$ cat src/rtl/div_req_sequencer.sv
// Request sequencer in front of the signed divider: accepts one divide request,
// launches the divider, waits for its result (or times out) and holds the response.
module div_req_sequencer #(
    parameter int START_CYCLES   = 2,
    parameter int TIMEOUT_CYCLES = 1023
) (
    input  logic        clock,
    input  logic        reset,
    input  logic        req_valid,
    output logic        req_ready,
    input  logic [63:0] req_dividend,
    input  logic [31:0] req_divisor,
    output logic        div_start,
    output logic        div_muordi,
    output logic [63:0] div_opera2,
    output logic [31:0] div_opera1,
    input  logic        div_valid,
    input  logic [63:0] div_result,
    output logic        rsp_valid,
    input  logic        rsp_ready,
    output logic [63:0] rsp_result,
    output logic [1:0]  rsp_err,
    output logic        busy
);

    localparam logic [1:0] ST_IDLE   = 2'd0;
    localparam logic [1:0] ST_LAUNCH = 2'd1;
    localparam logic [1:0] ST_RUN    = 2'd2;
    localparam logic [1:0] ST_DONE   = 2'd3;

    localparam logic [1:0] ERR_OK      = 2'b00;
    localparam logic [1:0] ERR_DIV0    = 2'b01;
    localparam logic [1:0] ERR_TIMEOUT = 2'b10;

    localparam logic [3:0]  START_LAST = 4'(START_CYCLES - 1);
    localparam logic [15:0] RUN_LAST   = 16'(TIMEOUT_CYCLES - 1);

    logic [1:0]  state;
    logic [3:0]  start_cnt;
    logic [15:0] run_cnt;
    logic        ready_q;
    logic        start_q;
    logic [63:0] opera2_q;
    logic [31:0] opera1_q;
    logic [63:0] result_q;
    logic [1:0]  err_q;

    logic accept;
    logic divisor_zero;

    assign accept       = req_valid && req_ready;
    assign divisor_zero = (req_divisor == 32'h0);

    // ready_q keeps req_ready low until the first edge after reset release
    assign req_ready  = ready_q && (state == ST_IDLE);
    assign div_start  = start_q;
    assign div_muordi = 1'b1;
    assign div_opera2 = opera2_q;
    assign div_opera1 = opera1_q;
    assign rsp_valid  = (state == ST_DONE);
    assign rsp_result = result_q;
    assign rsp_err    = err_q;
    assign busy       = (state != ST_IDLE);

    // start_q resets high so the divider sits in its clear state during reset
    always_ff @(posedge clock or negedge reset) begin
        if (!reset) begin
            state     <= ST_IDLE;
            start_cnt <= 4'd0;
            run_cnt   <= 16'd0;
            ready_q   <= 1'b0;
            start_q   <= 1'b1;
            opera2_q  <= 64'h0;
            opera1_q  <= 32'h0;
            result_q  <= 64'h0;
            err_q     <= ERR_OK;
        end else begin
            ready_q <= 1'b1;
            case (state)
                ST_IDLE: begin
                    start_q <= 1'b0;
                    if (accept) begin
                        opera2_q <= req_dividend;
                        opera1_q <= req_divisor;
                        if (divisor_zero) begin
                            result_q <= {32'h0, req_dividend[31:0]};
                            err_q    <= ERR_DIV0;
                            state    <= ST_DONE;
                        end else begin
                            start_cnt <= 4'd0;
                            start_q   <= 1'b1;
                            state     <= ST_LAUNCH;
                        end
                    end
                end
                ST_LAUNCH: begin
                    start_cnt <= start_cnt + 4'd1;
                    if (start_cnt == START_LAST) begin
                        start_q <= 1'b0;
                        run_cnt <= 16'd0;
                        state   <= ST_RUN;
                    end
                end
                ST_RUN: begin
                    // run_cnt==0 is the arm cycle: a stale valid from the last op is ignored
                    run_cnt <= run_cnt + 16'd1;
                    if ((run_cnt != 16'd0) && div_valid) begin
                        result_q <= div_result;
                        err_q    <= ERR_OK;
                        state    <= ST_DONE;
                    end else if (run_cnt == RUN_LAST) begin
                        result_q <= 64'h0;
                        err_q    <= ERR_TIMEOUT;
                        state    <= ST_DONE;
                    end
                end
                ST_DONE: begin
                    if (rsp_ready) begin
                        state <= ST_IDLE;
                    end
                end
                default: begin
                    state <= ST_IDLE;
                end
            endcase
        end
    end

endmodule

$ cat config.mk
export PLATFORM = sky130hd
export DESIGN_NAME = div_req_sequencer
export DESIGN_NICKNAME = d
export VERILOG_FILES = /design/src/rtl/div_req_sequencer.sv
export SDC_FILE = /design/constraint.sdc
export NUM_CORES = 1
export LEC_CHECK = 0
export BUFFER_PORTS_ARGS = -buffer_cell sky130_fd_sc_hd__buf_2
export CORE_MARGIN = 8
export CORE_UTILIZATION = 48
export CTS_BUF_LIST = sky130_fd_sc_hd__clkbuf_16
export DETAILED_ROUTE_END_ITERATION = 10
export PLACE_DENSITY_LB_ADDON = 0.08
export SETUP_SLACK_MARGIN = 0.5
export SKIP_LAST_GASP = 1
export SYNTH_ARGS = -nofsm -noshare
export SYNTH_HDL_FRONTEND = slang
export SYNTH_SLANG_ARGS = --single-unit
export TNS_END_PERCENT = 20
$ cat constraint.sdc
create_clock -name clock -period 2.6 [get_ports clock]
set_input_delay 0.26 -clock clock [delete_from_list [all_inputs] [get_ports clock]]
set_output_delay 0.26 -clock clock [all_outputs]
set_load 0.02 [all_outputs]
==> impl_metrics.yaml <==
worst_setup_path:
  crit_buf_inv: 2
  start_kind: "register"
  crit_family: "simple AND/OR/NAND/NOR gates"
  critical_path_class: "reg2reg"
  timing.rr.start: "run_cnt[5]$_DFFE_PN0P_"
  crit_path_end_kind: "register"
  cp_slowest_cell: "dfrtp_1"
  required_ns: 2.91
  crit_start: "run_cnt[5]$_DFFE_PN0P_"
  critPathMaxFanout: 8
  cp_cell_sequence: "and4_2, nand4_1, a32oi_2, o21ai_4, buf_12, buf_16, mux2_4"
  slowest_delay_ns: 0.45
  crit_arrival_ns: 2.43
place:
  place_hpwl_um: 18100
  port_buffers: 330
  gp_congestion: 0.856
  placed_area_um2: 10000
  dp_slack_ns: 0.118
floorplanning:
  core_area_um2: 16500
  start_util_pct: 48.8
  dieArea_um2: 21200
  die_x_um: 146
  placementRows: 47
  io_pins: 332
  fp.dieH_um: 146
finish:
  nNetsFinal: 1141
  layout-drive-gt1-share_pct: 55.4
  layout_commonest_cell: "buf_2"
  area_delta_synth_final_pct: 35.8
  final_cell_area_um2: 10900
  final_cell_mix: "buf_2, dfrtp_1, mux2_2, inv_1, nand2_1"
logic_synthesis:
  syn_area_per_cell_um2: 13.0
  synth_async_sr_flop_share_pct: 100
  yosysWarnings: 0
  synth-xor-area-share_pct: 0.652
  synth-main-ff-cell: "dfrtp_1"
  synth-compound-area-share_pct: 6.78
  synth_simple_gate_area_share_pct: 6.12
  ys_seq_elements: 186
  postSynthCellCount: 620
  synth_top_family_by_area: "multiplexers"
  synth_fa_ha_area_share_pct: 1.55
  synth_edf_count: 0
  ys_seq_area_share_pct: 57.8
  syn-cell-area_um2: 8060
  ys_types: 48
  synth_mux_area_share_pct: 22.8
power:
  peakVddDrop_uv: 617
  power.density_nw_per_um2: 1280
  p_leak_uw: 0.00562
  finalPower_uw: 14000
global_routing:
  grt_use_total_pct: 22.8
  grt_antenna_before_repair: 3
  grt_pass1_vias: 6859
  grt_max_degree: 74
  grt_pass1_wl_um: 38300
  grt_overflow: 0
timing:
  hold_violations: 0
  holdWs_ns: 0.0626
  clock.fmax_ghz: 0.472
  fin_ws_ns: 0.480
  relSlewSlack_pct: 59.4
  min_period_ns: 2.12
  rsz0062_at_grt: "true"
  setup_viol: 0
  clock_skew_ns: 0.00663
  tightest_slew_ns: 0.604
  drv_slew: 0
  fin_crit_sh_pct: 81.6
  tns_ns: 0
min_path:
  min_path_type: "in2reg"
  worstHoldStart: "req_dividend[53]"
route:
  firstDrtPassIters: 4
  viasPerCell: 5.23
  drc: 0
  wl_per_cell_um: 20.6
  drt_first_iter_violations: 242
  vias: 6270
  routed_wl_um: 24700
  antenna_left: 0
clock_network:
  htree_levels: 4
  clk_pin_slew_ns: 0.07
  root_buffer: "clkbuf_16"
  cts_made_buffers: 17
  cts_tree: "yes"
  cts_buffer_depth: 2
  clock-sinks: 186
  clk_latency_ns: 0.42
job:
  max_cap_violations: 0
status:
  status: "finished clean"
## where the power goes
part | switching [uW] | total (uW) | leakage [uW] | internal, uW
combinational | 3810 | 6600 | 0.00303 | 2790
clock | 1090 | 2490 | 0.000274 | 1400
sequential | 733 | 4960 | 0.00231 | 4230
## metrics by stage
step	instances	util [%]
final	1200	66.2
after global routing	1200	66.2
after CTS	1197	65.5
after detailed placement	1153	60.5
after global placement	1153	60.5
after floorplan	621	-
## sequential cells by signal, indices dropped and copies added (netlist names)
name / flops
div_start: 1
start_cnt: 4
div_opera2: 64
div_opera1: 32
state: 2
rsp_result: 64
ready_q: 1
rsp_err: 2
run_cnt: 16
## logic make-up (layout without fill, tap and decap cells)
kind of cell,after synthesis,after routing
adder cells (fa/ha/maj),10,10
XOR/XNOR,6,6
AO/OA/AOI/OAI,71,71
AND/OR/NAND/NOR,102,102
other,1,3
multiplexers,165,165
flip-flops,186,186
buffers and inverters,79,437
## worst register-to-register path: stages, from the launching register on
cell and delay, ns:
dfrtp_1 0.45, and4_2 0.34, nand4_1 0.15, a32oi_2 0.32, o21ai_4 0.13, buf_12 0.16, buf_16 0.15, mux2_4 0.30
## layout make-up
| class | count | area (um2) |
|---|---|---|
| well taps | 220 | 275 |
| clock buffers | 17 | 425 |
| diodes | 1 | 2.50 |
| fillers | 1277 | 5580 |
| clock inverters | 15 | 134 |
| inverters | 47 | 176 |
| flip-flops and latches | 186 | 4660 |
| multi-input cells | 356 | 3210 |
| repair buffers | 358 | 2060 |
## synth_stat cells, types with 2 or more instances
cell        n  area share (%)
mux2i_1    36             4.5
mux2_2    122              17
a32o_1      2            0.25
nor4_1     11            0.85
buf_6       2            0.28
buf_4       6            0.56
and3_1      2            0.16
nor3b_1     2            0.19
nor3_1      9            0.56
buf_1       5            0.23
nand3_1     6            0.37
nor2_1     11            0.51
dfrtp_1   185              57
xnor2_1     6            0.65
buf_2       8            0.50
a211oi_1    3            0.28
clkbuf_1   11            0.51
nand2_1    46             2.1
mux2_4      7             1.3
inv_1      46             2.1
nand4_1     5            0.39
a21o_1      2            0.19
o21ai_0    11            0.68
o21bai_1    3            0.28
a21oi_1     5            0.31
ha_1       10             1.6
and4_1      2            0.22
nor4b_1     2            0.22
a211o_1     2            0.22
a22o_1     34             3.7
## final timing paths
| path | to | slack [ns] | cells past startpoint |
|---|---|---|---|
| max | rsp_result[27]$_DFFE_PN0P_ | 0.48 | 7 |
| max in group asynchronous | rsp_result[3]$_DFFE_PN0P_ | 1.48 | 3 |
| min | div_opera2[53]$_DFFE_PN0P_ | 0.06 | 2 |
| min reg2reg | div_opera2[45]$_DFFE_PN0P_ | 0.50 | 1 |
| max reg2reg | rsp_result[27]$_DFFE_PN0P_ | 0.48 | 7 |
| min in group asynchronous | start_cnt[0]$_DFFE_PN0P_ | 0.36 | 2 |
## per-layer routing
metal	global-route usage, %	part of all wire, %	up-vias
met2	39.8	52	261
li1	-	-	2863
met5	0	0.085	-
met1	24.8	37	3110
met3	9.24	8.6	32
met4	7.50	1.6	4
## repair_timing
action                     CTS  global route
pin swaps                    3             2
cloned                       4             2
hold buffers                 1             0
hold endpoints to repair    48             0
gates resized for setup     19            22
setup endpoints to repair  135           136
buffers inserted             7             0
(Power assumes the default switching activity.)
